## config.mk

```make
export PLATFORM = sky130hd
export DESIGN_NAME = conv_loop_ctrl
export DESIGN_NICKNAME = d
export VERILOG_FILES = /design/src/rtl/conv_pkg.sv /design/src/rtl/conv_loop_counter.sv /design/src/rtl/conv_loop_ctrl.sv
export SDC_FILE = /design/constraint.sdc
export NUM_CORES = 1
export LEC_CHECK = 0
export CORE_UTILIZATION = 39
export DETAILED_ROUTE_END_ITERATION = 6
export HOLD_SLACK_MARGIN = 0.12
export PLACE_DENSITY = 0.57
export SLEW_MARGIN = 20
export SYNTH_ARGS = -nofsm -noshare
export SYNTH_HDL_FRONTEND = slang
export SYNTH_SLANG_ARGS = --single-unit
```

## constraint.sdc

```tcl
create_clock -name clk -period 47 [get_ports clk]
set_clock_uncertainty 0.15 [all_clocks]
set_input_delay 14.1 -clock clk [delete_from_list [all_inputs] [get_ports clk]]
set_output_delay 14.1 -clock clk [all_outputs]
set_load 0.02 [all_outputs]
```

## src/rtl/conv_pkg.sv

```systemverilog
// Shared types and constants for the convolution loop-nest sequencer.
// Holds the FSM state enum, lane tiling step, default widths and stride decode.
package conv_pkg;

  localparam int LANES_DEF = 4;
  localparam int DEF_X_W   = 8;
  localparam int DEF_Y_W   = 8;
  localparam int DEF_N_W   = 8;
  localparam int DEF_I_W   = 8;
  localparam int DEF_K_W   = 4;
  localparam int DEF_B_W   = 4;
  localparam int DEF_WEI_AW = 10;
  localparam int DEF_ACT_AW = 10;
  localparam int DEF_PES    = 16;

  localparam logic [2:0] STRIDE_1 = 3'd1;
  localparam logic [2:0] STRIDE_2 = 3'd2;
  localparam logic [2:0] STRIDE_4 = 3'd4;

  typedef enum logic [1:0] {
    IDLE,
    SETUP,
    RUN,
    FIN
  } state_t;

  function automatic logic stride_ok(input logic [2:0] s);
    return (s == STRIDE_1) || (s == STRIDE_2) || (s == STRIDE_4);
  endfunction

  function automatic logic [1:0] stride_shift(input logic [2:0] s);
    logic [1:0] r;
    r = 2'd0;
    unique case (1'b1)
      (s == STRIDE_2): r = 2'd1;
      (s == STRIDE_4): r = 2'd2;
      default:         r = 2'd0;
    endcase
    return r;
  endfunction

endpackage

```

## src/rtl/conv_loop_counter.sv

```systemverilog
// Wrap counter: adds STEP on inc, wraps to 0 when cnt+STEP >= bound.
// Ports: clk, rst, clr (sync clear), inc (carry-in), bound, cnt, co (carry-out).
module conv_loop_counter #(
  parameter int W    = 8,
  parameter int STEP = 1
) (
  input  logic         clk,
  input  logic         rst,
  input  logic         clr,
  input  logic         inc,
  input  logic [W-1:0] bound,
  output logic [W-1:0] cnt,
  output logic         co
);

  logic [W-1:0] cnt_q, cnt_d;
  logic [W:0]   nxt;
  logic         wrap;

  assign nxt  = {1'b0, cnt_q} + (W+1)'(STEP);
  assign wrap = nxt >= {1'b0, bound};
  assign co   = inc & wrap;
  assign cnt  = cnt_q;

  always_comb begin
    cnt_d = cnt_q;
    if (clr)
      cnt_d = '0;
    else if (inc)
      cnt_d = wrap ? '0 : nxt[W-1:0];
  end

  always_ff @(posedge clk) begin
    if (rst) cnt_q <= '0;
    else     cnt_q <= cnt_d;
  end

endmodule

```

## src/rtl/conv_loop_ctrl.sv

```systemverilog
// Convolution loop-nest sequencer: start/done engine issuing weight and
// activation buffer reads, pad flag and accumulation markers per beat.
// Ports: config inputs latched on start, out_valid/out_ready beat handshake,
// read enables/addresses, act_pad, pe_valid, first/last_acc, busy, done, cfg_err.
module conv_loop_ctrl
  import conv_pkg::*;
#(
  parameter int X_W    = DEF_X_W,
  parameter int Y_W    = DEF_Y_W,
  parameter int N_W    = DEF_N_W,
  parameter int I_W    = DEF_I_W,
  parameter int K_W    = DEF_K_W,
  parameter int B_W    = DEF_B_W,
  parameter int LANES  = LANES_DEF,
  parameter int WEI_AW = DEF_WEI_AW,
  parameter int ACT_AW = DEF_ACT_AW,
  parameter int PES    = DEF_PES
) (
  input  logic              clk,
  input  logic              rst,
  input  logic              start,
  input  logic [2:0]        stride,
  input  logic [K_W-1:0]    fkx,
  input  logic [K_W-1:0]    fky,
  input  logic [X_W-1:0]    x,
  input  logic [Y_W-1:0]    y,
  input  logic [N_W-1:0]    nc,
  input  logic [I_W-1:0]    ic,
  input  logic [B_W-1:0]    batch,
  input  logic [X_W-1:0]    padding_x,
  input  logic [Y_W-1:0]    padding_y,
  input  logic              out_ready,
  output logic              out_valid,
  output logic              wei_read_en,
  output logic              act_read_en,
  output logic [WEI_AW-1:0] wei_read_addr,
  output logic [ACT_AW-1:0] act_read_addr,
  output logic              act_pad,
  output logic [PES-1:0]    pe_valid,
  output logic              first_acc,
  output logic              last_acc,
  output logic              busy,
  output logic              done,
  output logic              cfg_err
);

  localparam int LG = $clog2(LANES);
  localparam int XC = X_W + 2;
  localparam int YC = Y_W + 2;

  state_t         state_q, state_d;
  logic [2:0]     stride_q, stride_d;
  logic [K_W-1:0] fkx_q, fkx_d, fky_q, fky_d;
  logic [X_W-1:0] x_q, x_d, px_q, px_d;
  logic [Y_W-1:0] y_q, y_d, py_q, py_d;
  logic [N_W-1:0] nc_q, nc_d;
  logic [I_W-1:0] ic_q, ic_d;
  logic [B_W-1:0] batch_q, batch_d;
  logic [XC-1:0]  ox_q, ox_d;
  logic [YC-1:0]  oy_q, oy_d;
  logic           cfg_err_q, cfg_err_d;

  logic [XC-1:0]  span_x;
  logic [YC-1:0]  span_y;
  logic           run, fire, clr;

  logic [YC-1:0]  yy;
  logic [XC-1:0]  xx;
  logic [K_W-1:0] kkx, kky;
  logic [I_W-1:0] ii;
  logic [N_W-1:0] nn;
  logic [B_W-1:0] bb;
  logic c_yy, c_xx, c_kx, c_ky, c_ii, c_nn, c_bb;

  assign span_x = XC'(x_q) + (XC'(px_q) << 1);
  assign span_y = YC'(y_q) + (YC'(py_q) << 1);

  assign run  = (state_q == RUN);
  assign fire = run & out_ready;
  assign clr  = ~run;

  always_comb begin
    state_d   = state_q;
    stride_d  = stride_q;
    fkx_d     = fkx_q;
    fky_d     = fky_q;
    x_d       = x_q;
    y_d       = y_q;
    px_d      = px_q;
    py_d      = py_q;
    nc_d      = nc_q;
    ic_d      = ic_q;
    batch_d   = batch_q;
    ox_d      = ox_q;
    oy_d      = oy_q;
    cfg_err_d = cfg_err_q;
    unique case (state_q)
      IDLE: if (start) begin
        state_d   = SETUP;
        cfg_err_d = 1'b0;
        stride_d  = stride;
        fkx_d     = fkx;
        fky_d     = fky;
        x_d       = x;
        y_d       = y;
        px_d      = padding_x;
        py_d      = padding_y;
        nc_d      = nc;
        ic_d      = ic;
        batch_d   = batch;
      end
      SETUP: begin
        ox_d = ((span_x - XC'(fkx_q)) >> stride_shift(stride_q)) + XC'(1);
        oy_d = ((span_y - YC'(fky_q)) >> stride_shift(stride_q)) + YC'(1);
        if (!stride_ok(stride_q)) begin
          cfg_err_d = 1'b1;
          state_d   = FIN;
        end else if (batch_q == '0 || nc_q == '0 || ic_q == '0 ||
                     fkx_q == '0 || fky_q == '0) begin
          state_d = FIN;
        end else if (span_x < XC'(fkx_q) || span_y < YC'(fky_q)) begin
          state_d = FIN;
        end else begin
          state_d = RUN;
        end
      end
      RUN:  if (c_bb) state_d = FIN;
      FIN:  state_d = IDLE;
      default: state_d = IDLE;
    endcase
  end

  always_ff @(posedge clk) begin
    if (rst) begin
      state_q   <= IDLE;
      stride_q  <= '0;
      fkx_q     <= '0;
      fky_q     <= '0;
      x_q       <= '0;
      y_q       <= '0;
      px_q      <= '0;
      py_q      <= '0;
      nc_q      <= '0;
      ic_q      <= '0;
      batch_q   <= '0;
      ox_q      <= '0;
      oy_q      <= '0;
      cfg_err_q <= 1'b0;
    end else begin
      state_q   <= state_d;
      stride_q  <= stride_d;
      fkx_q     <= fkx_d;
      fky_q     <= fky_d;
      x_q       <= x_d;
      y_q       <= y_d;
      px_q      <= px_d;
      py_q      <= py_d;
      nc_q      <= nc_d;
      ic_q      <= ic_d;
      batch_q   <= batch_d;
      ox_q      <= ox_d;
      oy_q      <= oy_d;
      cfg_err_q <= cfg_err_d;
    end
  end

  // Carry chain, innermost (yy) first.
  conv_loop_counter #(.W(YC), .STEP(1)) u_yy (
    .clk(clk), .rst(rst), .clr(clr), .inc(fire),
    .bound(oy_q), .cnt(yy), .co(c_yy));
  conv_loop_counter #(.W(XC), .STEP(1)) u_xx (
    .clk(clk), .rst(rst), .clr(clr), .inc(c_yy),
    .bound(ox_q), .cnt(xx), .co(c_xx));
  conv_loop_counter #(.W(K_W), .STEP(1)) u_kx (
    .clk(clk), .rst(rst), .clr(clr), .inc(c_xx),
    .bound(fkx_q), .cnt(kkx), .co(c_kx));
  conv_loop_counter #(.W(K_W), .STEP(1)) u_ky (
    .clk(clk), .rst(rst), .clr(clr), .inc(c_kx),
    .bound(fky_q), .cnt(kky), .co(c_ky));
  conv_loop_counter #(.W(I_W), .STEP(LANES)) u_ii (
    .clk(clk), .rst(rst), .clr(clr), .inc(c_ky),
    .bound(ic_q), .cnt(ii), .co(c_ii));
  conv_loop_counter #(.W(N_W), .STEP(LANES)) u_nn (
    .clk(clk), .rst(rst), .clr(clr), .inc(c_ii),
    .bound(nc_q), .cnt(nn), .co(c_nn));
  conv_loop_counter #(.W(B_W), .STEP(1)) u_bb (
    .clk(clk), .rst(rst), .clr(clr), .inc(c_nn),
    .bound(batch_q), .cnt(bb), .co(c_bb));

  logic [31:0]        n4, i4, ic4;
  logic signed [31:0] ix, iy;
  logic               pad_raw;

  assign n4  = 32'(nn) >> LG;
  assign i4  = 32'(ii) >> LG;
  assign ic4 = (32'(ic_q) + 32'(LANES - 1)) >> LG;

  assign ix = $signed(32'(xx) * 32'(stride_q) + 32'(kkx)) - $signed(32'(px_q));
  assign iy = $signed(32'(yy) * 32'(stride_q) + 32'(kky)) - $signed(32'(py_q));

  assign pad_raw = (ix < 0) | (ix >= $signed(32'(x_q))) |
                   (iy < 0) | (iy >= $signed(32'(y_q)));

  // Beat fields are gated so every output is 0 outside RUN.
  assign out_valid   = run;
  assign wei_read_en = run;
  assign act_pad     = run & pad_raw;
  assign act_read_en = run & ~pad_raw;
  assign pe_valid    = {PES{run}};

  assign wei_read_addr = run ? WEI_AW'(
    ((n4 * ic4 + i4) * 32'(fky_q) + 32'(kky)) * 32'(fkx_q) + 32'(kkx)) : '0;

  assign act_read_addr = (run & ~pad_raw) ? ACT_AW'(
    ((32'(bb) * ic4 + i4) * 32'(x_q) + 32'(ix)) * 32'(y_q) + 32'(iy)) : '0;

  assign first_acc = run & (ii == '0) & (kky == '0) & (kkx == '0);
  assign last_acc  = run &
    (({1'b0, ii} + (I_W+1)'(LANES)) >= {1'b0, ic_q}) &
    (kky == fky_q - K_W'(1)) & (kkx == fkx_q - K_W'(1));

  assign busy    = (state_q != IDLE);
  assign done    = (state_q == FIN);
  assign cfg_err = cfg_err_q;

endmodule

```

* Word-level counts from Yosys, hierarchy flattened
Index checks and enable logic that the tools add are counted.
** Cells by class
- Add/subtract/negate cells :: 26
- Multipliers :: 8
- $lt $le $gt $ge :: 13
- Equal/unequal tests :: 11
- Shift-type cells :: 2
- Muxes and demuxes :: 20
- Bitwise operators :: 21
- Reductions and logical operators :: 22
** Operators by type and width (number)
- 10-bit 2-to-1 mux :: 4
- 15-bit by 9-bit >= comparator with 1-bit output :: 2
- 15-bit by 1-bit < comparator with 1-bit output, second input constant :: 2
- 14-bit by 8-bit subtractor with 15-bit output :: 2
- 13-bit by 4-bit adder with 14-bit output :: 2
- 10-bit by 3-bit multiplier with 13-bit output :: 2
- 8-bit logical NOT :: 3
- 10-bit by 1-bit adder with 11-bit output, second input constant :: 2
- 21-bit by 15-bit adder with 22-bit output :: 1
- 11-bit by 10-bit >= comparator with 1-bit output :: 2
- 22-bit by 9-bit multiplier with 10-bit output :: 1
- 10-bit by 1-bit adder with 10-bit output, second input constant :: 2
- 8-bit by 9-bit adder with 10-bit output :: 2
- 4-bit logical NOT :: 5
- 10-bit by 4-bit < comparator with 1-bit output :: 2
- 12-bit by 8-bit multiplier with 20-bit output :: 1
- 10-bit by 2-bit >> shifter with 10-bit output :: 2
- 10-bit by 4-bit subtractor with 10-bit output :: 2
- 18-bit by 4-bit adder with 19-bit output :: 1
- 19-bit by 4-bit multiplier with 10-bit output :: 1
- 8-bit by 3-bit adder with 9-bit output, second input constant :: 2
- 9-bit by 8-bit >= comparator with 1-bit output :: 2
- 14-bit by 4-bit multiplier with 18-bit output :: 1
- 1-bit bitwise AND :: 16
- 33 further kinds :: 61
** Word-level totals
- Register bits after elaboration :: 134
- Input bits :: 67
- Output and inout bits :: 45
- Word-level logic and storage cells :: 144

* Logic depth before layout (Yosys ltp)
Gate-level depths: netlist (run 1).
- Depth in word-level cells :: 11
- Depth in mapped cells :: 50
- Mapped depth without buffers :: 49

* By module
A second synthesis (run 1) with hierarchy kept.
** Unflattened totals
- Cells, all modules :: 2593
- Area total of the unflattened synthesis :: 20893.8 um2
** Modules (own cells, without submodules)
- conv_loop_ctrl :: times used 1, cells an instance 2122, area each 17012.6 um2, sequential area each 1721.7 um2
- conv_loop_counter (u_ii ...) :: times used 2, cells an instance 62, area each 519.2 um2, sequential area each 120.1 um2
- conv_loop_counter (u_yy) :: times used 1, cells an instance 117, area each 978.4 um2, sequential area each 200.2 um2
- conv_loop_counter (u_bb ...) :: times used 3, cells an instance 37, area each 312.8 um2, sequential area each 80.1 um2
- conv_loop_counter (u_xx) :: times used 1, cells an instance 119, area each 925.9 um2, sequential area each 200.2 um2

* Worst setup path before layout (run 1)
OpenSTA, ideal clock, no wires.
- Path type :: reg-to-output
- From :: register ic_q[0]
- To :: output port act_read_addr[9]
- Arrival :: 11.711 ns
- Data required time :: 32.750 ns
- Setup slack :: 21.039 ns
- Stages on the path, launching flop included :: 46
- Path buffers :: 0
- Cell sequence :: dfxtp_1 -> o211a_1 -> xnor2_1 -> nand2b_1 -> fa_1 -> fa_1 -> inv_1 -> fa_1 -> ha_1 -> a211oi_1 -> nor2_1 -> xor2_1 -> and2_1 -> fa_1 -> fa_1 -> fa_1 -> inv_1 -> fa_1 -> [10 not listed] -> inv_1 -> fa_1 -> inv_1 -> fa_1 -> inv_1 -> fa_1 -> inv_1 -> fa_1 -> xnor2_1 -> xnor2_1 -> xnor2_1 -> xnor2_1 -> xnor2_1 -> xnor3_1 -> xnor3_1 -> xnor2_1 -> xnor2_1 -> nor2_1
** On the way
- Word-level cells in the longest chain between the ends :: 8
** RTL lines
- from (decl) :: RTL line conv_loop_ctrl.sv:57 : logic [I_W-1:0] ic_q, ic_d;
- from (signal assigned) :: RTL line conv_loop_ctrl.sv:159 : ic_q <= ic_d;
- 8-bit by 2-bit adder with 9-bit output :: RTL line conv_loop_ctrl.sv:196 : assign ic4 = (32'(ic_q) + 32'(LANES - 1)) >> LG;
- 4-bit by 7-bit multiplier with 11-bit output :: RTL line conv_loop_ctrl.sv:215 : ((32'(bb) * ic4 + i4) * 32'(x_q) + 32'(ix)) * 32'(y_q) + 32'(iy)) : '0;
- 11-bit by 6-bit adder with 12-bit output :: RTL line conv_loop_ctrl.sv:215
- 12-bit by 8-bit multiplier with 20-bit output :: RTL line conv_loop_ctrl.sv:215
- 21-bit by 15-bit adder with 22-bit output :: RTL line conv_loop_ctrl.sv:215
- 22-bit by 9-bit multiplier with 10-bit output :: RTL line conv_loop_ctrl.sv:215
- 10-bit adder :: RTL line conv_loop_ctrl.sv:215
- 10-bit 2-to-1 mux :: RTL line conv_loop_ctrl.sv:214 : assign act_read_addr = (run & ~pad_raw) ? ACT_AW'(
- to (decl) :: RTL line conv_loop_ctrl.sv:37 : output logic [ACT_AW-1:0] act_read_addr,
No other way between the ends.

* Worst setup path after layout (run 1)
Ends and elaborated chain as after synthesis.

==> results of run 1 <==
==> cell type report <==
type	instances	share of cell area, %
tap	672	3.752
clock inverter	15	1.251
inverter	315	5.276
multi-input combinational	1972	70.93
timing repair buffer	121	5.282
sequential	130	11.61
clock buffer	17	1.898
==> layer usage <==
| layer | vias to the layer above | share of wire [%] |
|---|---|---|
| met5 | - | 0 |
| met4 | 0 | 1.8 |
| met3 | 42 | 4.0 |
| met2 | 335 | 43 |
| met1 | 8070 | 51 |
| li1 | 8439 | - |
==> kinds of logic (layout without fill, tap and decap cells) <==
group / after synthesis / after routing
compound gates: 443 / 443
xor+xnor: 177 / 177
fa+ha+maj: 452 / 452
buf+inv: 418 / 468
flops: 130 / 130
mux: 24 / 24
simple gates: 876 / 876
==> critical path: cells and delay by family, from the launching register on <==
family	cells	cell delay (ns)
adders and majority gates	15	6.71
buffers and inverters	9	1.07
and+or+nand+nor	5	0.83
xor gates and xnor gates	12	2.84
DFF	1	0.35
AOI/OAI and AO/OA	7	1.31
==> power groups by stage <==
stage	registers [mW]	clock network, mW	logic, mW
6_report	0.153	0.165	0.491
5_1_grt	0.156	0.174	0.549
4_1_cts	0.153	0.169	0.492
3_5_place_dp	0.155	0	0.488
3_3_place_gp	0.155	0	0.479
2_1_floorplan	0.140	0	0.374
==> state kept, by name, summed over array words and instances, names as in the netlist, 8 cells and up <==
register and cells:
ic_q 8, nc_q 8, ox_q 10, oy_q 10, px_q 8, py_q 8, u_xx.cnt 10, u_yy.cnt 10
x_q 8, y_q 8
==> placed cells by master (no fill, tap or decap), types with 6 or more instances in the layout <==
cell / netlist / routed
fa_1: 162 / 162
o211ai_1: 6 / 6
nor2b_1: 59 / 59
nand2_1: 332 / 331
xnor2_1: 107 / 107
nor4_1: 11 / 11
or3_1: 13 / 13
o21bai_1: 12 / 12
dfxtp_1: 130 / 130
or2_2: 8 / 8
and3_1: 28 / 28
a211oi_1: 29 / 29
a21o_1: 36 / 36
buf_4: 17 / 11
nand3_1: 34 / 34
and2_1: 112 / 111
o21a_1: 17 / 17
o21ai_0: 74 / 74
ha_1: 290 / 290
mux2i_1: 20 / 20
nor3b_1: 10 / 10
xor2_1: 60 / 60
inv_1: 312 / 312
nand4_1: 14 / 14
bufinv_16: 0 / 7
clkdlybuf4s50_1: 0 / 110
o21ai_1: 15 / 15
clkbuf_16: 0 / 17
nand2b_1: 29 / 29
a22oi_1: 6 / 6
nor2_1: 143 / 143
a2111oi_0: 6 / 6
a21oi_1: 172 / 172
nor3_1: 43 / 43
nand3b_1: 20 / 20
a211o_1: 6 / 6
xnor3_1: 8 / 8
==> worst max path at each step <==
stage	slack, ns	startpoint	to
2_1_floorplan	21.04	ic_q[0]	act_read_addr[9]
3_3_place_gp	19.89	ic_q[0]	act_read_addr[9]
3_5_place_dp	19.67	ic_q[0]	act_read_addr[9]
4_1_cts	19.10	ic_q[0]	act_read_addr[9]
5_1_grt	18.35	ic_q[2]	act_read_addr[9]
6_report	19.15	ic_q[0]	act_read_addr[9]
==> impl_metrics.ini, run 1 <==
[global_routing]
grt_pass1_vias = 16738
use_met1_pct = 30.66
grt_use_total_pct = 21.39
grt.busiest_layer = met2
use_met2_pct = 33.36
grt_max_degree = 86
grt_pass1_wl_um = 89330
overflow = 0
grt_antenna_before_repair = 0
met3_usage_pct = 2.976

[routing]
drt_pass1_iterations = 5
antenna_left = 0
via_per_inst = 5.209
wl_um = 54680
drc_errors = 0
vias = 16886
drt_iter0_markers = 1031
wire_per_inst_um = 16.87

[sta]
rsz0062_at_grt = false
worst_pin_slew_ns = 1.058
period_share_pct = 59.26
slew_headroom_pct = 29.47
setup_slack_ns = 19.15
timing.fmax_ghz = 0.03590
hold_violations = 0
setup_viol = 0
drv_slew = 0
layout_min_cycle_time_ns = 27.85
setup_tns_ns = 0
hold-worst-slack_ns = 0.3045

[yosys]
synth-async-reset-ratio_pct = 0
synth_top_area_share_pct = 18.02
synth_edf_count = 0
synthTopCellsByArea = ha_1, fa_1, dfxtp_1, nand2_1, inv_1
synth_area_leader_cell = ha_1
yosysMostFrequentCell = nand2_1
syn_area_mm2 = 0.02013
avgSynthCellArea_um2 = 7.988
synthesis.nets = 3039
synthTopCellsByCount = nand2_1, inv_1, ha_1
yosys_warnings = 0
synth_top_family_by_area = adder cells
synth_compound_area_share_pct = 13.85
synthSimpleGateAreaFrac_pct = 21.41
synth_mux_area_share_pct = 1.218
synth_cell_type_count = 85
synth_seq_cells = 130
synth_xor_area_share_pct = 8.322
ys.flop_type = dfxtp_1
ys_seq_area_share_pct = 12.93
syn-instance-count = 2520
synthAdderAreaFrac_pct = 34.14

[placed_design]
portBuffers = 111
place_inst = 3210
placed_cell_area_mm2 = 0.02170
globalplace.congestion = 0.8866
detailed_place_hpwl_um = 44200
post-place-ws_ns = 19.67

[worst_setup_path]
slowest_delay_ns = 0.70
cp-start-kind = flip-flop
crit_slowest_cell = xnor2_1
crit_fanout = 10
r2r-start = u_xx.cnt[0]
worst_setup_path_end_kind = output port
reg2reg_to = u_bb.cnt[2]
crit_top_cell = fa_1
cp.required_ns = 32.75
ff2ff_path_depth = 14
worstSetupPathType = flip-flop to output port
cp.arrival_ns = 13.60
ff2ff_setup_slack_ns = 42.35

[min_path]
holdPathStages = 2
hp-class = flip-flop to flip-flop
worstHoldStart = ox_q[7]
worstHoldEndpoint = ox_q[7]

[clock_network]
numCtsBuffers = 17
worstSkewPairLatency_ns = 0.49
cts.clk_slew.worst_paths_ns = 0.06
tritoncts = done
cts.sinks = 130
clock_path_buffers = 2
cts_resized = 0
postCtsSetupBuffers = 0
htree_levels = 4
root_buffer = clkbuf_16
holdBufCountCts = 0

[layout]
fin_nets = 3076
final_util_pct = 44.30
num_antenna_cells = 0
drive_gt1_share_pct = 2.879
num-fill-cells = 5056
multi_input_area_mm2 = 0.01589
seqCellArea_mm2 = 0.002603
area_delta_synth_final_pct = 11.32
final_cell_area_mm2 = 0.02241
fin_cells = 3242

[power_and_ir_drop]
swShare_pct = 46.71
p_total_mw = 0.8080
leakage_nw = 10.21
internal_power_mw = 0.4306
p_comb_share_pct = 60.7
p_seq_share_pct = 18.9
peakVddDrop_v = 0.00003117
power_frac_clock_pct = 20.4
p_sw_mw = 0.3774
powerDensity_mw_per_mm2 = 36.06

[floorplan]
dieArea_mm2 = 0.05253
die_w_um = 229.2
io-pin-count = 112
die_h_um = 229.2
start_util_pct = 39.80
num_rows = 82
coreArea_mm2 = 0.05058

[status]
status = finished, final reports clean

[run]
maxCapViolations = 0
(Power assumes the default switching activity.)
==> inputs of run 2 (changes only) <==
- clock period: 47 -> 26.2 ns (I/O delays scaled with it)
==> run 2 against run 1 <==
Effect of this change: register-to-register slack got worse by 21 ns; utilization down 0.30 points; worst setup slack lost 15 ns; cell area fell by 0.67%; largest cell class unchanged.
==> impl_metrics.ini, run 2 (synthesized netlist as in run 1, its figures left out) <==
[routing]
wl_um = 54750
drt_iter0_markers = 1017
via_per_inst = 5.197
drc_errors = 0
vias = 16845
drt_pass1_iterations = 5
wire_per_inst_um = 16.89
antenna_left = 0

[worst_setup_path]
cp-start-kind = flip-flop
cp.arrival_ns = 13.65
crit_slowest_cell = xnor2_1
worst-path-buf-inv = 9
worst_setup_path_end_kind = output port
worstSetupPathType = flip-flop to output port
slowest_delay_ns = 0.76
critPathTopFamily = adder cells
crit_top_cell = fa_1
crit_fanout = 10
cp.required_ns = 18.19

[clock_network]
numCtsBuffers = 17
cts.sinks = 130
htree_levels = 4
clock_path_buffers = 2
holdBufCountCts = 0
tritoncts = done
postCtsSetupBuffers = 0
cts_resized = 0
worstSkewPairLatency_ns = 0.49
root_buffer = clkbuf_16
cts.clk_slew.worst_paths_ns = 0.06

[global_routing]
grt_antenna_before_repair = 1
grt_pass1_vias = 16836
grt_pass1_wl_um = 89030
grt_max_degree = 86
grt_use_total_pct = 21.44
overflow = 0

[placed_design]
place_inst = 3210
globalplace.congestion = 0.8860
portBuffers = 111
detailed_place_hpwl_um = 44230

[status]
status = finished, final reports clean

[sta]
worst_pin_slew_ns = 1.071
setup_tns_ns = 0
period_share_pct = 82.67
setup_viol = 0
slew_headroom_pct = 28.57
drv_slew = 0
hold_violations = 0
timing.fmax_ghz = 0.04617
rsz0062_at_grt = false
layout_min_cycle_time_ns = 21.66

[layout]
mostFrequentLayoutCells = nand2_1, inv_1, ha_1, a21oi_1, fa_1
fin_nets = 3076
area_delta_synth_final_pct = 10.57
fin_cells = 3241
num_antenna_cells = 0
drive_gt1_share_pct = 2.803
final_util_pct = 44.01
final_common_cell = nand2_1

[floorplan]
die_w_um = 229.2
dieArea_mm2 = 0.05253
coreArea_mm2 = 0.05058
start_util_pct = 39.80
io-pin-count = 112
die_h_um = 229.2
num_rows = 82

[power_and_ir_drop]
powerDensity_mw_per_mm2 = 62.71
leakage_nw = 10.14
peakVddDrop_v = 0.00005994
p_total_mw = 1.396

[run]
maxCapViolations = 0

[min_path]
hp-class = flip-flop to flip-flop
## run 2: cell count changes in the layout (fill, tap and decap cells not counted), sizes merged
| cell | before | now |
|---|---|---|
| inv | 316 | 319 |
| bufinv | 7 | 1 |
| clkinv | 5 | 4 |
| clkbuf | 17 | 18 |
| clkinvlp | 2 | 4 |
## run 2: final timing paths
path              cells past startpoint  slack, ns          endpoint        start
hold reg to reg                       2       0.30           ox_q[7]      ox_q[7]
setup reg to reg                     14      21.57       u_bb.cnt[2]  u_xx.cnt[0]
hold / removal                        2       0.30           ox_q[7]      ox_q[7]
setup / recovery                     48       4.54  act_read_addr[9]      ic_q[0]
## run 2: final cells by class
cell class	instances	area, µm²
multi-input cells	1972	15890
inverters	315	1182
fillers	5018	28320
flip-flops and latches	130	2603
well taps	672	840.8
clock inverters	13	126.4
clock buffers	18	429.2
repair buffers	121	1184
## run 2: metrics by stage
stage / hold WS [ns] / area (µm²) / setup WS (ns)
after global placement: 0.2871 / 21700 / 5.332
after global routing: 0.3354 / 22260 / 3.810
after CTS: 0.2988 / 22260 / 4.544
after detailed placement: 0.2904 / 21700 / 5.092
final: 0.2957 / 22260 / 4.540
after floorplan: 0.2754 / 20130 / 6.479
## run 2: power breakdown
part | internal, mW | switching (mW) | total (mW)
sequential | 0.228 | 0.0462 | 0.274
clock | 0.131 | 0.108 | 0.239
combinational | 0.356 | 0.527 | 0.883
## run 2: tightest hold or removal path, delay by kind of cell (launching register included)
family           cells  cell delay (ns)
AO/OA/AOI/OAI        1             0.05
flip-flops           1             0.31
AND/OR/NAND/NOR      1             0.05
## run 2: per-layer routing
| metal | global-route usage (%) | up-vias | share of wire, % | wire length (µm) |
|---|---|---|---|---|
| met3 | 3.374 | 50 | 5.1 | 2786 |
| met2 | 33.56 | 367 | 43 | 23550 |
| li1 | - | 8427 | - | - |
| met4 | 6.375 | 0 | 1.9 | 1024 |
| met1 | 30.19 | 8001 | 50 | 27380 |
| met5 | 0 | - | 0 | 0 |
